==> src/rtl/shift_cmd_rx_pkg.sv <==
// Shared types and constants for the serial shift-command receiver.
package shift_cmd_rx_pkg;

    localparam int unsigned DATA_BITS  = 8;
    localparam int unsigned CMD_BITS   = 2;
    localparam int unsigned FRAME_BITS = DATA_BITS + CMD_BITS;

    localparam logic [CMD_BITS-1:0] CMD_SHL = 2'b00;
    localparam logic [CMD_BITS-1:0] CMD_SHR = 2'b01;
    localparam logic [CMD_BITS-1:0] CMD_ROL = 2'b10;
    localparam logic [CMD_BITS-1:0] CMD_ROR = 2'b11;

    typedef enum logic [2:0] {
        IDLE,
        START,
        DATA,
        STOP,
        WAIT_HI
    } state_t;

    // Payload as it sits in the shift buffer: first-received bit at bit 0.
    typedef struct packed {
        logic [CMD_BITS-1:0]  cmd;
        logic [DATA_BITS-1:0] data;
    } frame_t;

endpackage

==> src/rtl/shift_cmd_rx_sync.sv <==
// Multi-flop synchronizer for the async serial line; resets to the idle (high) level.
module rx_sync #(
    parameter int unsigned STAGES = 2
) (
    input  logic clk,
    input  logic rst_a,
    input  logic d_i,
    output logic q_o
);

    logic [STAGES-1:0] sync_q;

    always_ff @(posedge clk) begin
        if (rst_a) begin
            sync_q <= '1;
        end else begin
            sync_q <= {sync_q[STAGES-2:0], d_i};
        end
    end

    assign q_o = sync_q[STAGES-1];

endmodule

==> src/rtl/shift_cmd_rx.sv <==
// UART-style frame receiver delivering a data byte and a 2-bit shift/rotate
// command to the universal shift register, with load / frame_err strobes.
module shift_cmd_rx
    import shift_cmd_rx_pkg::*;
#(
    parameter int unsigned CLKS_PER_BIT = 16,
    parameter int unsigned SYNC_STAGES  = 2
) (
    input  logic                clk,
    input  logic                rst_a,
    input  logic                rx_in,
    output logic [DATA_BITS-1:0] ip,
    output logic [CMD_BITS-1:0]  sh_ro_lt_rt,
    output logic                load,
    output logic                frame_err,
    output logic                busy
);

    localparam int unsigned CNT_W = $clog2(CLKS_PER_BIT);
    localparam int unsigned BIT_W = $clog2(FRAME_BITS);

    localparam logic [CNT_W-1:0] HALF_LAST = CNT_W'(CLKS_PER_BIT / 2 - 1);
    localparam logic [CNT_W-1:0] FULL_LAST = CNT_W'(CLKS_PER_BIT - 1);
    localparam logic [BIT_W-1:0] LAST_BIT  = BIT_W'(FRAME_BITS - 1);

    logic                  rxs;
    logic                  rxs_prev_q;
    state_t                state_q;
    logic [CNT_W-1:0]      baud_q;
    logic [BIT_W-1:0]      bit_q;
    logic [FRAME_BITS-1:0] buf_q;
    frame_t                frame;
    logic [DATA_BITS-1:0]  ip_q;
    logic [CMD_BITS-1:0]   cmd_q;
    logic                  load_q;
    logic                  fe_q;
    logic                  busy_q;

    rx_sync #(
        .STAGES(SYNC_STAGES)
    ) u_rx_sync (
        .clk  (clk),
        .rst_a(rst_a),
        .d_i  (rx_in),
        .q_o  (rxs)
    );

    assign frame = frame_t'(buf_q);

    // Receive FSM: baud counter restarts on every sample so samples stay at mid-bit.
    always_ff @(posedge clk) begin
        if (rst_a) begin
            state_q    <= IDLE;
            rxs_prev_q <= 1'b1;
            baud_q     <= '0;
            bit_q      <= '0;
            buf_q      <= '0;
            ip_q       <= '0;
            cmd_q      <= '0;
            load_q     <= 1'b0;
            fe_q       <= 1'b0;
            busy_q     <= 1'b0;
        end else begin
            load_q     <= 1'b0;
            fe_q       <= 1'b0;
            rxs_prev_q <= rxs;
            case (state_q)
                IDLE: begin
                    if (rxs_prev_q && !rxs) begin
                        state_q <= START;
                        baud_q  <= '0;
                        bit_q   <= '0;
                        busy_q  <= 1'b1;
                    end
                end
                START: begin
                    if (baud_q == HALF_LAST) begin
                        baud_q <= '0;
                        if (!rxs) begin
                            state_q <= DATA;
                            bit_q   <= '0;
                        end else begin
                            state_q <= IDLE;
                            busy_q  <= 1'b0;
                        end
                    end else begin
                        baud_q <= baud_q + CNT_W'(1);
                    end
                end
                DATA: begin
                    if (baud_q == FULL_LAST) begin
                        baud_q <= '0;
                        buf_q  <= {rxs, buf_q[FRAME_BITS-1:1]};
                        if (bit_q == LAST_BIT) begin
                            state_q <= STOP;
                        end else begin
                            bit_q <= bit_q + BIT_W'(1);
                        end
                    end else begin
                        baud_q <= baud_q + CNT_W'(1);
                    end
                end
                STOP: begin
                    if (baud_q == FULL_LAST) begin
                        baud_q <= '0;
                        if (rxs) begin
                            ip_q    <= frame.data;
                            cmd_q   <= frame.cmd;
                            load_q  <= 1'b1;
                            busy_q  <= 1'b0;
                            state_q <= IDLE;
                        end else begin
                            fe_q    <= 1'b1;
                            state_q <= WAIT_HI;
                        end
                    end else begin
                        baud_q <= baud_q + CNT_W'(1);
                    end
                end
                WAIT_HI: begin
                    if (rxs) begin
                        state_q <= IDLE;
                        busy_q  <= 1'b0;
                    end
                end
                default: begin
                    state_q <= IDLE;
                    busy_q  <= 1'b0;
                end
            endcase
        end
    end

    assign ip          = ip_q;
    assign sh_ro_lt_rt = cmd_q;
    assign load        = load_q;
    assign frame_err   = fe_q;
    assign busy        = busy_q;

endmodule

==> config.mk <==
export PLATFORM = sky130hd
export DESIGN_NAME = shift_cmd_rx
export DESIGN_NICKNAME = d
export VERILOG_FILES = /design/src/rtl/shift_cmd_rx_pkg.sv /design/src/rtl/shift_cmd_rx_sync.sv /design/src/rtl/shift_cmd_rx.sv
export SDC_FILE = /design/constraint.sdc
export NUM_CORES = 1
export LEC_CHECK = 0
export ABC_AREA = 1
export BUFFER_PORTS_ARGS = -buffer_cell sky130_fd_sc_hd__buf_2
export CAP_MARGIN = 20
export CORE_MARGIN = 10
export CORE_UTILIZATION = 32
export CTS_BUF_LIST = sky130_fd_sc_hd__clkbuf_4 sky130_fd_sc_hd__clkbuf_8 sky130_fd_sc_hd__clkbuf_16
export DETAILED_ROUTE_END_ITERATION = 8
export SLEW_MARGIN = 25
export SYNTH_ARGS = -nofsm -noshare
export SYNTH_HDL_FRONTEND = slang
export SYNTH_SLANG_ARGS = --single-unit
==> constraint.sdc <==
create_clock -name clk -period 2.5 [get_ports clk]
set_input_delay 0 -clock clk [delete_from_list [all_inputs] [get_ports clk]]
set_output_delay 0 -clock clk [all_outputs]
set_load 0.02 [all_outputs]
## Word level (Yosys, flattened, before mapping)

Index checks and enable logic that the tools add are counted.

| word-level totals | value |
|---|---|
| bits in registers | 37 |
| logic and storage cells | 69 |

| cells by class | value |
|---|---|
| reductions and logical operators | 13 |
| add/subtract/negate cells | 2 |
| eq/ne operators | 15 |
| bitwise gates (word level) | 3 |
| mux-type cells | 25 |

Operator list:

| kind | number |
|---|---|
| 4-bit 2-to-1 mux | 7 |
| 4-bit case mux with 3 select lines | 2 |
| 3-bit 2-to-1 mux | 7 |
| 3-bit case mux with 5 select lines | 1 |
| 2-bit inequality test (second input constant) | 7 |
| 6-bit AND reduction | 2 |
| 4-bit by 1-bit adder with 4-bit output (second input constant) | 2 |
| 4-bit == test (second input constant) | 2 |
| 3-bit by 2-bit == test with 1-bit output (second input constant) | 2 |
| 1-bit 2-to-1 mux | 6 |
| 3-bit nonzero test | 2 |
| 1-bit case mux with 5 select lines | 1 |
| 4-bit by 3-bit == test with 1-bit output (second input constant) | 1 |
| 2-bit AND reduction | 2 |
| 4-bit AND reduction | 1 |
| 3-bit by 1-bit == test with 1-bit output (second input constant) | 1 |
| 3-bit == test (second input constant) | 1 |
| 3-bit logical NOT | 1 |
| 1-bit NOT | 3 |
| 3-bit AND reduction | 1 |
| 3-bit OR reduction | 1 |
| 2-bit 2-to-1 mux | 1 |
| 2-bit by 1-bit inequality test with 1-bit output (second input constant) | 1 |
| 2-bit OR reduction | 1 |
| other kinds (2) | 2 |

## Depth between registers and ports, before layout

| logic depth | value |
|---|---|
| word-level depth | 4 |
| mapped depth | 10 |
| gate-level depth less buffers | 10 |

## Modules after synthesis

From an unflattened synthesis, not the netlist that was laid out.

| unflattened totals | value |
|---|---|
| cell total of the unflattened synthesis | 232 |
| area total of the unflattened synthesis | 1745.4 um^2 |

By module, submodules not included:

| module | instances | area each (um^2) | seq. area each (um^2) | cells an instance |
|---|---|---|---|---|
| shift_cmd_rx | 1 | 1686.6 | 700.7 | 225 |
| rx_sync | 1 | 58.8 | 40.0 | 7 |

## Least setup slack after synthesis

OpenSTA, ideal clock, no wires.

| timing | value |
|---|---|
| path kind | reg2reg |
| from | reg baud_q[0] |
| to | reg bit_q[0] |
| buffers on the path | 0 |
| cell stages (with the launch flop) | 9 |
| library setup time | 113 ps |
| path slack | 1178 ps |
| data required time | 2387 ps |
| arrival | 1209 ps |
| period minus slack after synthesis | 1322 ps |
| cells stage by stage | dfxtp_1 > ha_1 > nand3_2 > o21ai_2 > nand2_1 > nor2_2 > nand2_1 > nand2_1 > nor2_1 |

| on the way | value |
|---|---|
| word-level cells in the longest chain between the ends | 3 |

Ends and longest elaborated chain:

| element | RTL line | source |
|---|---|---|
| start, declared | shift_cmd_rx.sv:29 | `logic [CNT_W-1:0] baud_q;` |
| start signal, assigned | shift_cmd_rx.sv:87 | `baud_q <= baud_q + CNT_W'(1);` |
| start signal, assigned | shift_cmd_rx.sv:100 | `baud_q <= baud_q + CNT_W'(1);` |
| start signal, assigned | shift_cmd_rx.sv:117 | `baud_q <= baud_q + CNT_W'(1);` |
| 4-bit == test / 4-bit by 3-bit == test with 1-bit output (equally long branches) | shift_cmd_rx.sv:91, shift_cmd_rx.sv:77 |  |
| 2-bit inequality test (no source line) | n/a |  |
| 6-bit AND reduction (no source line) * | n/a |  |
| end signal, assigned | shift_cmd_rx.sv:97 | `bit_q <= bit_q + BIT_W'(1);` |
| end, declared | shift_cmd_rx.sv:30 | `logic [BIT_W-1:0] bit_q;` |

Mark *: on every way between the ends. The rest lies on a longest branch, timed or not.
A chain may end at the register's enable or synchronous reset.

## Worst setup path in the final report

| timing | value |
|---|---|
| from | reg baud_q[0] |
| to | reg ip_q[7], in the netlist ip[7] |

| on the way | value |
|---|---|
| word-level cells in the longest chain between the ends | 2 |

Ends and longest elaborated chain:

| element | RTL line | source |
|---|---|---|
| 4-bit == test | shift_cmd_rx.sv:104 | `if (baud_q == FULL_LAST) begin` |
| 3-bit AND reduction (no source line) | n/a |  |
| end signal, assigned | shift_cmd_rx.sv:107 | `ip_q <= frame.data;` |
| end, declared | shift_cmd_rx.sv:33 | `logic [DATA_BITS-1:0] ip_q;` |

Every way passes these cells.

==> results.yml <==
clocking:
  worst_skew_pair.late_latency_ps: 290
  root_buffer: "clkbuf_8"
  cts_num_sinks: 37
  h-tree-depth: 2
  cts.clk_slew.worst_paths_ps: 70
  cts-buffers-inserted: 5
  post_cts_resized: 0
  cts_tree: "built"
  cts.path.max_buffers: 2
die:
  coreArea_um2: 4850
  start_util_pct: 33.8
  dieArea_um2: 8380
  die_h_um: 91.5
  rows: 25
  die_width_um: 91.5
  pin_count: 16
timing:
  rsz0062_at_grt: "no"
  hold_viol: 0
  final-max-slew-violation-count: 0
  period_minus_slack_ps: 1810
  relSlewSlack_pct: 64.2
  setup_viol: 0
  finalClockSkew_ps: 7.02
  final.setup.tns_ps: 0
  finalCritPeriodShare_pct: 72.3
  tightest_slew_ps: 536
  timing.fmax_mhz: 553
  hold_slack_ps: 93.1
  fin_ws_ps: 693
power:
  total_leakage_power_nw: 0.805
  peakVddDrop_v: 0.000551
  power_density_nw_per_um2: 962
layout:
  utilization_pct: 38.4
  regArea_um2: 741
  n_fill_cell: 522
  area_growth_pct: 13.7
  multi_input_area_um2: 805
  layout-drive-gt1-share_pct: 17.7
  layoutNonFillerInstCount: 310
  num_antenna_cells: 0
  nets: 248
critical_path:
  critPathMaxFanout: 11
  crit_start: "baud_q[0]"
  cp-end-kind: "register"
  critPathLaunchType: "register"
  arrival_ps: 1980
  crit-reg2reg-launch: "baud_q[0]"
  required_ps: 2670
  critical_path_class: "reg -> reg"
placement:
  portBuffers: 15
  place_ws_ps: 675
  dp_cells: 301
  gp_congestion: 0.819
  post-dp-hpwl_mm: 2.47
min_path:
  hp-class: "in -> reg"
  worstHoldStart: "rst_a"
routing:
  routed_wl_mm: 3.54
  drt_pre_antenna_iters: 6
  final_antenna_net_count: 0
  wl_per_cell_um: 11.4
  vias_per_cell: 4.62
  first_iter_violations: 82
  drc: 0
  num_vias: 1433
yosys:
  synth_fp_nets: 231
  synth_cell_types: 27
  yosysWarnings: 0
  syn_area_um2: 1640
  avgSynthCellArea_um2: 7.27
  syn_inst: 225
  yosysSeqAreaShare_pct: 45.3
  ys_seq_elements: 37
global_routing:
  antenna_found_initial: 0
  grt_use_total_pct: 8.64
  overflow: 0
  grt_pass1_wl_mm: 6.04
  grt_pass1_vias: 1312
  grt_max_degree: 20
status:
  status: "complete, no violations"
flow_run:
  cap_viol_max_count: 0
## report_power, final
part           total (W)  internal (W)  switching, W
Combinational   0.000650      0.000227      0.000423
Clock           0.000403      0.000192      0.000211
Sequential      0.000736      0.000654     0.0000827
Total            0.00179       0.00107      0.000717
## cell usage in the layout, fill, tap and decap left out, types with 2 or more instances in the layout
cell,instances
a21oi_1,20
buf_2,15
nand3_1,20
o21ai_0,13
nand2_1,46
nand3_2,2
nor2_2,7
nor2_1,40
ha_1,3
inv_1,12
or2_2,4
nand4_1,2
dfxtp_1,37
nand2_2,2
clkbuf_8,5
clkinv_2,2
## state kept, by name, summed over array words and instances (netlist names)
| name | cells |
|---|---|
| u_rx_sync.sync_q | 2 |
| bit_q | 4 |
| buf_q | 10 |
| baud_q | 4 |
| ip | 8 |
| frame_err | 1 |
| busy | 1 |
| state_q | 3 |
| load | 1 |
| rxs_prev_q | 1 |
| sh_ro_lt_rt | 2 |
## worst paths after layout
kind	end	slack (ps)	cells past startpoint
max	ip[7]	690	6
min	load	90	2
max reg2reg	ip[7]	690	6
min reg2reg	u_rx_sync.sync_q[1]	410	1
## per-stage QoR
step	total power [W]	cell area, um2
4_1_cts	0.00180	1860
2_1_floorplan	0.00127	1640
3_3_place_gp	0.00139	1760
6_report	0.00179	1860
3_5_place_dp	0.00139	1760
5_1_grt	0.00194	1860
## layout make-up
cell class	count	share of cell area, %
Clock buffer	5	3.70
Clock inverter	3	0.941
Inverter	14	2.82
Multi-Input combinational cell	167	43.2
Sequential cell	37	39.8
Tap cell	67	4.51
Timing Repair Buffer	17	4.98
## worst max-delay path: stages, from the launching register on
cell,delay (ps)
dfxtp_1,350
ha_1,210
nand3_2,190
nor2_2,410
nand2_1,320
nand2_1,140
a21oi_1,60
## logic make-up after synthesis
group	after synthesis	synth area share [%]
simple gates	125	33.8
compound gates	38	12.5
flops	37	45.3
buf+inv	21	5.58
fa+ha+maj	3	2.29
xor+xnor	1	0.535
## Yosys cell counts
cell / n / area [um2]
nand2_2: 2 / 12.5
nor2_2: 7 / 43.8
a31o_2: 1 / 8.76
clkbuf_1: 2 / 7.51
clkbuf_2: 1 / 5.00
xnor2_1: 1 / 8.76
ha_1: 3 / 37.5
nand4_1: 2 / 12.5
nor2_1: 40 / 150
buf_2: 3 / 15.0
o2111ai_1: 1 / 8.76
inv_1: 12 / 45.0
nor2_4: 1 / 11.3
o21ai_2: 1 / 8.76
clkinv_1: 1 / 3.75
nand3_2: 2 / 20.0
or2_2: 4 / 25.0
nor3_1: 1 / 5.00
a21oi_1: 20 / 100
dfxtp_1: 37 / 741
buf_6: 1 / 11.3
inv_2: 1 / 3.75
a31oi_1: 1 / 6.26
nand2_1: 46 / 173
nand3_1: 20 / 100
o21ai_0: 13 / 65.1
o211ai_1: 1 / 7.51
## timing repair
item / 4_1_cts / 5_1_grt
hold buffers: 1 / 0
hold endpoints to repair: 1 / 0
setup buffers: 0 / 0
## layer usage
layer  share of wire (%)  vias to the layer above  GRT usage, %
li1                    -                      770             -
met1                  51                      641          10.8
met2                  44                       16          13.2
met3                 4.0                        6          2.96
met4                 1.3                        0          3.52
met5                   0                        -             0
No activity file was read; power rests on OpenSTA's default activity.
